===== src/rtl/rv32_decode_pkg.sv =====
// Shared types for the RV32I decode stage: opcode constants, immediate-format
// selector and the decoded bundle carried through the output buffer.
package rv32_decode_pkg;

    localparam logic [6:0] OpcLui     = 7'b0110111;
    localparam logic [6:0] OpcAuipc   = 7'b0010111;
    localparam logic [6:0] OpcJal     = 7'b1101111;
    localparam logic [6:0] OpcJalr    = 7'b1100111;
    localparam logic [6:0] OpcBranch  = 7'b1100011;
    localparam logic [6:0] OpcLoad    = 7'b0000011;
    localparam logic [6:0] OpcStore   = 7'b0100011;
    localparam logic [6:0] OpcOpImm   = 7'b0010011;
    localparam logic [6:0] OpcOp      = 7'b0110011;
    localparam logic [6:0] OpcMiscMem = 7'b0001111;
    localparam logic [6:0] OpcSystem  = 7'b1110011;

    localparam logic [6:0] F7Base = 7'b0000000;
    localparam logic [6:0] F7Alt  = 7'b0100000;
    localparam logic [6:0] F7MulDiv = 7'b0000001;

    typedef enum logic [2:0] {
        ImmNone,
        ImmI,
        ImmS,
        ImmB,
        ImmU,
        ImmJ
    } imm_fmt_e;

    typedef struct packed {
        logic [6:0]  opcode;
        logic [4:0]  rs1;
        logic [4:0]  rs2;
        logic [4:0]  rd;
        logic [2:0]  funct3;
        logic [6:0]  funct7;
        logic [31:0] imm;
        logic        rs1_used;
        logic        rs2_used;
        logic        rd_we;
        logic        illegal;
    } decoded_t;

endpackage


===== src/rtl/rv32_decode_comb.sv =====
// Pure combinational RV32I decoder: instruction word -> decoded bundle.
// Fields a format does not use are reported as zero; an illegal encoding
// collapses to an all-zero bundle with only the illegal flag set.
// Optional feature: define DECODE_RV32M_EN to accept the M-extension OP encodings.
module rv32_decode_comb
    import rv32_decode_pkg::*;
(
    input  logic [31:0] instr_i,
    output decoded_t    dec_o
);

    logic [6:0]  opcode;
    logic [2:0]  f3;
    logic [6:0]  f7;
    logic [31:0] imm_i, imm_s, imm_b, imm_u, imm_j;

    assign opcode = instr_i[6:0];
    assign f3     = instr_i[14:12];
    assign f7     = instr_i[31:25];

    assign imm_i = {{20{instr_i[31]}}, instr_i[31:20]};
    assign imm_s = {{20{instr_i[31]}}, instr_i[31:25], instr_i[11:7]};
    assign imm_b = {{19{instr_i[31]}}, instr_i[31], instr_i[7], instr_i[30:25],
                    instr_i[11:8], 1'b0};
    assign imm_u = {instr_i[31:12], 12'b0};
    assign imm_j = {{11{instr_i[31]}}, instr_i[31], instr_i[19:12], instr_i[20],
                    instr_i[30:21], 1'b0};

    imm_fmt_e fmt;
    logic     legal;
    logic     use_rs1, use_rs2, use_rd, keep_f3, keep_f7;
    logic     op_f7_ok;

    // OP-type funct7 legality; the M encodings are gated by the build option.
    always_comb begin
        op_f7_ok = 1'b0;
        if (f7 == F7Base) begin
            op_f7_ok = 1'b1;
        end else if (f7 == F7Alt) begin
            op_f7_ok = (f3 == 3'b000) || (f3 == 3'b101);
        end else if (f7 == F7MulDiv) begin
`ifdef DECODE_RV32M_EN
            op_f7_ok = 1'b1;
`else
            op_f7_ok = 1'b0;
`endif
        end
    end

    // Opcode classification: format, legality and which fields are meaningful.
    always_comb begin
        fmt     = ImmNone;
        legal   = 1'b0;
        use_rs1 = 1'b0;
        use_rs2 = 1'b0;
        use_rd  = 1'b0;
        keep_f3 = 1'b0;
        keep_f7 = 1'b0;
        case (opcode)
            OpcLui, OpcAuipc: begin
                legal  = 1'b1;
                fmt    = ImmU;
                use_rd = 1'b1;
            end
            OpcJal: begin
                legal  = 1'b1;
                fmt    = ImmJ;
                use_rd = 1'b1;
            end
            OpcJalr: begin
                legal   = (f3 == 3'b000);
                fmt     = ImmI;
                use_rs1 = 1'b1;
                use_rd  = 1'b1;
                keep_f3 = 1'b1;
            end
            OpcBranch: begin
                legal   = (f3 != 3'b010) && (f3 != 3'b011);
                fmt     = ImmB;
                use_rs1 = 1'b1;
                use_rs2 = 1'b1;
                keep_f3 = 1'b1;
            end
            OpcLoad: begin
                legal   = f3 inside {3'b000, 3'b001, 3'b010, 3'b100, 3'b101};
                fmt     = ImmI;
                use_rs1 = 1'b1;
                use_rd  = 1'b1;
                keep_f3 = 1'b1;
            end
            OpcStore: begin
                legal   = (f3 <= 3'b010);
                fmt     = ImmS;
                use_rs1 = 1'b1;
                use_rs2 = 1'b1;
                keep_f3 = 1'b1;
            end
            OpcOpImm: begin
                case (f3)
                    3'b001:  legal = (f7 == F7Base);
                    3'b101:  legal = (f7 == F7Base) || (f7 == F7Alt);
                    default: legal = 1'b1;
                endcase
                fmt     = ImmI;
                use_rs1 = 1'b1;
                use_rd  = 1'b1;
                keep_f3 = 1'b1;
            end
            OpcOp: begin
                legal   = op_f7_ok;
                fmt     = ImmNone;
                use_rs1 = 1'b1;
                use_rs2 = 1'b1;
                use_rd  = 1'b1;
                keep_f3 = 1'b1;
                keep_f7 = 1'b1;
            end
            // FENCE and ECALL/EBREAK touch no architectural registers here.
            OpcMiscMem, OpcSystem: begin
                legal   = (f3 == 3'b000);
                fmt     = ImmI;
                keep_f3 = 1'b1;
            end
            default: legal = 1'b0;
        endcase
    end

    // Assemble the bundle; illegal encodings become a canonical NOP.
    always_comb begin
        dec_o = '0;
        if (legal) begin
            dec_o.opcode   = opcode;
            dec_o.rs1      = use_rs1 ? instr_i[19:15] : 5'd0;
            dec_o.rs2      = use_rs2 ? instr_i[24:20] : 5'd0;
            dec_o.rd       = use_rd  ? instr_i[11:7]  : 5'd0;
            dec_o.funct3   = keep_f3 ? f3 : 3'd0;
            dec_o.funct7   = keep_f7 ? f7 : 7'd0;
            dec_o.rs1_used = use_rs1;
            dec_o.rs2_used = use_rs2;
            dec_o.rd_we    = use_rd && (instr_i[11:7] != 5'd0);
            case (fmt)
                ImmI:    dec_o.imm = imm_i;
                ImmS:    dec_o.imm = imm_s;
                ImmB:    dec_o.imm = imm_b;
                ImmU:    dec_o.imm = imm_u;
                ImmJ:    dec_o.imm = imm_j;
                default: dec_o.imm = 32'd0;
            endcase
        end else begin
            dec_o.illegal = 1'b1;
        end
    end

endmodule


===== src/rtl/rv32_decode_stage.sv =====
// Registered RV32I decode stage: decodes on the way in and buffers results in a
// DEPTH-entry FIFO toward execute, with flush and a saturating count of illegal
// entries handed downstream.
// Optional feature: DECODE_RV32M_EN (see rv32_decode_comb).
module rv32_decode_stage
    import rv32_decode_pkg::*;
#(
    parameter int unsigned PC_W  = 32,
    parameter int unsigned DEPTH = 2,
    parameter int unsigned CNT_W = 16
) (
    input  logic             clk,
    input  logic             reset,
    input  logic             flush,
    input  logic             in_valid,
    output logic             in_ready,
    input  logic [31:0]      in_instr,
    input  logic [PC_W-1:0]  in_pc,
    output logic             out_valid,
    input  logic             out_ready,
    output logic [PC_W-1:0]  out_pc,
    output logic [6:0]       out_opcode,
    output logic [4:0]       out_rs1,
    output logic [4:0]       out_rs2,
    output logic [4:0]       out_rd,
    output logic [2:0]       out_funct3,
    output logic [6:0]       out_funct7,
    output logic [31:0]      out_imm,
    output logic             out_rs1_used,
    output logic             out_rs2_used,
    output logic             out_rd_we,
    output logic             out_illegal,
    output logic [CNT_W-1:0] illegal_cnt
);

    localparam int unsigned PtrW = $clog2(DEPTH);
    localparam int unsigned OccW = $clog2(DEPTH + 1);

    typedef struct packed {
        logic [PC_W-1:0] pc;
        decoded_t        dec;
    } entry_t;

    decoded_t        dec;
    entry_t          head;
    entry_t          mem_q [DEPTH];
    entry_t          mem_d [DEPTH];
    logic [PtrW-1:0] wr_ptr_q, wr_ptr_d;
    logic [PtrW-1:0] rd_ptr_q, rd_ptr_d;
    logic [OccW-1:0] occ_q, occ_d;
    logic [CNT_W-1:0] cnt_q, cnt_d;
    logic            push, pop;

    rv32_decode_comb u_decode (
        .instr_i (in_instr),
        .dec_o   (dec)
    );

    assign in_ready  = (occ_q != OccW'(DEPTH));
    assign out_valid = (occ_q != '0);
    assign push      = in_valid && in_ready && !flush;
    assign pop       = out_valid && out_ready;
    assign head      = mem_q[rd_ptr_q];

    // Buffer write: the decoded bundle lands in the tail slot on push.
    always_comb begin
        mem_d = mem_q;
        if (push) begin
            mem_d[wr_ptr_q] = '{pc: in_pc, dec: dec};
        end
    end

    // Pointer/occupancy update; flush empties the buffer but a same-cycle pop
    // still counts toward the illegal counter.
    always_comb begin
        wr_ptr_d = wr_ptr_q;
        rd_ptr_d = rd_ptr_q;
        occ_d    = occ_q;
        cnt_d    = cnt_q;
        if (flush) begin
            wr_ptr_d = '0;
            rd_ptr_d = '0;
            occ_d    = '0;
        end else begin
            if (push) wr_ptr_d = wr_ptr_q + PtrW'(1);
            if (pop)  rd_ptr_d = rd_ptr_q + PtrW'(1);
            if (push && !pop) begin
                occ_d = occ_q + OccW'(1);
            end else if (!push && pop) begin
                occ_d = occ_q - OccW'(1);
            end
        end
        if (pop && head.dec.illegal && (cnt_q != '1)) begin
            cnt_d = cnt_q + CNT_W'(1);
        end
    end

    // State registers with synchronous reset; storage is cleared so the
    // output fields read zero out of reset.
    always_ff @(posedge clk) begin
        if (reset) begin
            wr_ptr_q <= '0;
            rd_ptr_q <= '0;
            occ_q    <= '0;
            cnt_q    <= '0;
            for (int i = 0; i < int'(DEPTH); i++) begin
                mem_q[i] <= '0;
            end
        end else begin
            wr_ptr_q <= wr_ptr_d;
            rd_ptr_q <= rd_ptr_d;
            occ_q    <= occ_d;
            cnt_q    <= cnt_d;
            mem_q    <= mem_d;
        end
    end

    assign out_pc       = head.pc;
    assign out_opcode   = head.dec.opcode;
    assign out_rs1      = head.dec.rs1;
    assign out_rs2      = head.dec.rs2;
    assign out_rd       = head.dec.rd;
    assign out_funct3   = head.dec.funct3;
    assign out_funct7   = head.dec.funct7;
    assign out_imm      = head.dec.imm;
    assign out_rs1_used = head.dec.rs1_used;
    assign out_rs2_used = head.dec.rs2_used;
    assign out_rd_we    = head.dec.rd_we;
    assign out_illegal  = head.dec.illegal;
    assign illegal_cnt  = cnt_q;

endmodule


===== config.mk =====
export PLATFORM = sky130hd
export DESIGN_NAME = rv32_decode_stage
export DESIGN_NICKNAME = d
export VERILOG_FILES = /design/src/rtl/rv32_decode_pkg.sv /design/src/rtl/rv32_decode_comb.sv /design/src/rtl/rv32_decode_stage.sv
export SDC_FILE = /design/constraint.sdc
export NUM_CORES = 1
export LEC_CHECK = 0
export CAP_MARGIN = 40
export CORE_MARGIN = 8
export CORE_UTILIZATION = 40
export DETAILED_ROUTE_END_ITERATION = 7
export PLACE_DENSITY = 0.64
export RECOVER_POWER = 25
export SLEW_MARGIN = 20
export SYNTH_ARGS = -nofsm -noshare
export SYNTH_HDL_FRONTEND = slang
export SYNTH_SLANG_ARGS = --single-unit

===== constraint.sdc =====
create_clock -name clk -period 6.7 [get_ports clk]
set_clock_uncertainty 0.05 [all_clocks]
set_input_delay 1.34 -clock clk [delete_from_list [all_inputs] [get_ports clk]]
set_output_delay 1.34 -clock clk [all_outputs]
set_load 0.05 [all_outputs]

Word level (Yosys, flattened, before mapping). Index checks and enable logic that the tools add are counted.

Output and inout bits: 118. Logic and storage cells: 120. Bits of input ports: 69. Bits in registers: 220.

Bitwise logic cells: 2. $add $sub $neg: 5. Reduce and logical (&&, ||, !) cells: 30. Equality and inequality tests: 25. Multiplexer cells: 26. Order comparisons: 4.

Operators by type and width (count): $mux 100 (4); $bwmux 200 (1); $pmux 32 s5 (1); $demux 100 s1 (1); $mux 67 (1); $eq 7x6->1 const B (4); $eq 7x7->1 const B (4); $add 16x1->16 const B (1); $ne 16x16->1 const B (1); $mux 5 (3); $pmux 3 s5 (1); $eq 7x5->1 const B (2); $eq 3x3->1 const B (4); $logic_and 1x1->1 (10); $reduce_bool 5->1 (2); $eq 3x2->1 const B (3); $reduce_or 3->1 (3); $mux 1 (8); $reduce_or 8->1 (1); $eq 7x2->1 const B (1); $eq 7x4->1 const B (1); $logic_not 7->1 (1); $mux 7 (1); $pmux 1 s7 (1); other kinds (21) (32).

Depth between registers and ports, before layout.
Depth after elaboration: 7. Depth in mapped cells: 9. Gate-level depth less buffers: 8.

By module. A second synthesis with hierarchy kept.

Cell total of the unflattened synthesis: 1304. Area total of the unflattened synthesis: 10117.2 um^2.

By module, submodules not included: rv32_decode_stage (sequential area each 4404.2 um^2, cells each 1101, instances 1, area an instance 9004.9 um^2); rv32_decode_comb (sequential area each 0.0 um^2, cells each 203, instances 1, area an instance 1112.3 um^2).

Worst setup path before layout. Ideal clock, no wire load.

Path kind: input port to flip-flop. Start: in in_instr[26]. End: reg mem_q[41] in the netlist's numbering. Cell stages on the path: 8. Buffers on the path: 2. Required time: 6580 ps. Setup time: 70 ps. Data arrival time: 2977 ps. Setup slack: 3602 ps. Cells stage by stage: or4_4 > o41ai_2 > nand4_1 > nand4_2 > buf_6 > buf_2 > o2111ai_1 > a21oi_1.

Word-level cells in the longest chain between the ends: 6. Elaborated cells between the ends (all ways): 9. Those cells by class: 1 x eq/ne; 6 x mux; 2 x reduce/logical.

Ends and longest elaborated chain: start, declared (RTL line rv32_decode_stage.sv:17) `input logic [31:0] in_instr,`; $eq 7x6->1 / $logic_not 7->1 (equally long branches); $logic_or 1x1->1 / $mux 1 (equally long branches) (RTL line rv32_decode_comb.sv:101, rv32_decode_comb.sv:39); $pmux 1 s2 / $mux 1 (equally long branches) (RTL line rv32_decode_comb.sv:99, rv32_decode_comb.sv:37); $pmux 1 s7 (*) (RTL line rv32_decode_comb.sv:59) `case (opcode)`; $mux 67 (*) (RTL line rv32_decode_comb.sv:131) `if (legal) begin`; $bwmux 200 (*) (RTL line rv32_decode_stage.sv:69) `mem_d[wr_ptr_q] = '{pc: in_pc, dec: dec};`; end signal, assigned (RTL line rv32_decode_stage.sv:114) `mem_q <= mem_d;`; end, declared (RTL line rv32_decode_stage.sv:46) `entry_t mem_q [DEPTH];`.

Every way passes the cells marked *; elsewhere a longest branch is shown, timed or not. A chain may end at the register's enable or synchronous reset.

Final worst setup path.
Start: reg rd_ptr_q. End: out out_illegal.

Word-level cells in the longest chain between the ends: 4.

Ends and longest elaborated chain: start, declared (RTL line rv32_decode_stage.sv:49) `logic [PtrW-1:0] rd_ptr_q, rd_ptr_d;`; start signal, assigned (RTL line rv32_decode_stage.sv:111) `rd_ptr_q <= rd_ptr_d;`; $not 1->2 (implied by the code) (RTL line rv32_decode_stage.sv:63) `assign head = mem_q[rd_ptr_q];`; $mux 100 (implied by the code) (3 in a row) (RTL line rv32_decode_stage.sv:63); end, declared (RTL line rv32_decode_stage.sv:32) `output logic out_illegal,`.

No other way between the ends. The select of a mux whose other input is x is not followed.

==> impl_metrics.json <==
{
  "status": "finished with violations",
  "violations": "capacitance limit, slew limit",
  "clock_sinks": 220,
  "ys_seq_area_frac": 0.432,
  "dp_worst_setup_slack_ns": 1.78,
  "tightest_slew_ns": 2.81,
  "path_class": "reg -> out",
  "area_growth_syn_to_layout_pct": 27.8,
  "power.internal_uw": 2290,
  "register_area_um2": 4410,
  "synth-edff-count": 0,
  "synthArstFlopShare": 0,
  "power.leakage_uw": 0.00454,
  "cp-start-kind": "flip-flop",
  "rsz0062_at_grt": "no",
  "max_freq_mhz": 180,
  "clkPwrFrac": 0.461,
  "h-tree-depth": 1,
  "setup_violations": 0,
  "p_comb_frac": 0.096,
  "clockBufferDepth": 3,
  "drc": 0,
  "viasPerCell": 5.45,
  "seqPwrFrac": 0.443,
  "yosys.area.top_type": "dfxtp_1",
  "holdBufCountCts": 0,
  "dr.pass1.iters": 4,
  "die_y_um": 176,
  "yosysUniqueCellTypes": 59,
  "wl_mm": 30.2,
  "fin_crit_ns": 5.55,
  "clock_latency_ns": 0.51,
  "cp-end-kind": "primary output",
  "cts_setup_buffers": 0,
  "dr.first_iter.drc_count": 637,
  "grt-ovfl-total": 0,
  "netlist.area_leader.share": 0.432,
  "slew_headroom": -0.873,
  "cp_max_fo": 32,
  "vdd_drop_max_mv": 0.143,
  "cts-buffers-inserted": 25,
  "ctsResizeCount": 0,
  "yosys_warnings": 0,
  "start_util": 0.406,
  "p_sw_uw": 723,
  "hold_viol_final": 0,
  "boundaryPins": 187,
  "yosysMostFrequentCell": "dfxtp_1",
  "synth-seq-cells": 220,
  "required_ns": 5.31,
  "ys.flop_type": "dfxtp_1",
  "num_vias": 8943,
  "wl_per_cell_um": 18.4,
  "layout.nets": 1363,
  "placementRows": 58,
  "slew_violations": 225,
  "cts_tree": "built",
  "ant_nets": 0,
  "fin_crit_sh": 0.829,
  "nFillCells": 2351,
  "syn_area_per_cell_um2": 8.71,
  "cts_root_buf": "clkbuf_16",
  "cp.arrival_ns": 4.16,
  "die_w_um": 176,
  "place_congestion": 0.845,
  "io_buffers": 186,
  "antenna_found_initial": 2,
  "grt_pass1_vias": 8496,
  "min_path_type": "reg -> reg",
  "final_layout_size_suffix_gt1_frac": 0.127,
  "power_density_nw_per_um2": 231,
  "synth_nets": 1242,
  "multi_input_area_um2": 5360,
  "grt_pass1_wl_mm": 47.7,
  "core_area_um2": 25100,
  "dieArea_um2": 30900,
  "dp.final_hpwl_mm": 19.9,
  "synthCells": 1171,
  "yosys-top-cells-area": "dfxtp_1 (43%), mux2_2 (11%), nand2_1 (7.4%)",
  "final.setup.tns_ns": 0,
  "grt_max_degree": 90,
  "path_clk_slew_ns": 0.06,
  "synthTopCellsByCount": "dfxtp_1 (220), nand2_1 (202), a21oi_1 (119), mux2_2 (100), clkbuf_1 (91)",
  "track_usage": 0.187,
  "setup_slack_ns": 1.15,
  "swShare": 0.240,
  "syn-cell-area_um2": 10200,
  "maxCapViolCount": 6
}
## flip-flops by register name (all words and copies together) (netlist names)
signal	count
illegal_cnt	16
mem_q	200
occ_q	2
rd_ptr_q	1
wr_ptr_q	1
## cell type report
type                            count  area share
Inverter                            5     0.00144
Multi-Input combinational cell    838       0.411
Antenna cell                        1    0.000192
Sequential cell                   220       0.338
Timing Repair Buffer              202       0.153
Clock inverter                      7     0.00653
Tap cell                          330      0.0317
Clock buffer                       37      0.0584
## cell families after synthesis
kind of cell,share of synthesized area
flip-flops,0.432
adder cells (fa/ha/maj),0.00245
XOR/XNOR,0.0155
multiplexers,0.113
buffers and inverters,0.0447
AND/OR/NAND/NOR,0.201
AO/OA/AOI/OAI,0.192
## through the flow
step	utilization	power (uW)	hold WS (ns)	area (um2)	cells
2_1_floorplan	-	1530	0.374	10200	1171
3_3_place_gp	0.484	1650	0.386	12200	1590
3_5_place_dp	0.486	1650	0.390	12200	1593
4_1_cts	0.520	3040	0.400	13000	1637
5_1_grt	0.519	3120	0.415	13000	1640
6_report	0.519	3010	0.401	13000	1640
## layer usage
layer	share of wire	global-route usage	wire length (um)
met4	0.022	0.0505	658
met5	0.00043	0	13
met1	0.46	0.256	14000
met3	0.050	0.0331	1500
met2	0.46	0.298	14000
## worst paths after layout
kind,endpoint,startpoint,slack [ns],cells after the start
min,mem_q[120],mem_q[120],0.40,2
max reg2reg,mem_q[154],occ_q[0],2.44,6
min reg2reg,mem_q[120],mem_q[120],0.40,2
max,out_illegal,rd_ptr_q,1.15,4
## cell usage in the layout (no fill, tap or decap), types with 4 or more instances in the layout
cell type        Yosys  final
or3_1                4      4
nor3_1              13     13
dlygate4sd3_1        0     20
o211ai_1            34     34
clkinv_2             0      5
nand3_1              7      7
a211oi_1             7      7
o41ai_1              8      8
mux2_2             100    100
nand2_1            202    201
a21oi_1            119    119
xor2_1               9      9
and2_0               0      8
and2_1              14      6
a21o_1              12     12
nand3b_1            74     74
xnor2_1              9      9
o2bb2ai_1            8      8
o21ai_0             54     54
o21ai_1              7      7
o31ai_1             37     37
o2111ai_1           12     12
nor2_1              31     31
clkbuf_1            91      7
clkbuf_8             0      9
inv_1                4      5
nand2b_1            26     26
buf_4                3     10
nor2b_1              5      5
dfxtp_1            220    219
clkbuf_16            0     25
nand4_1              8      8
clkdlybuf4s50_1      0    165
## critical path: stages (launching register included)
cell and delay (ns):
dfxtp_4 0.64, clkbuf_1 1.49, mux2i_1 0.51, inv_1 0.14, clkdlybuf4s50_1 0.84
## power by group through the flow
stage,Clock [uW],Combinational [uW],Sequential (uW)
global placement,0,285,1360
floorplan,0,175,1360
CTS,1420,289,1330
detailed placement,0,288,1360
finish,1390,288,1330
global route,1480,307,1330
Power figures use the tool's default switching activity.
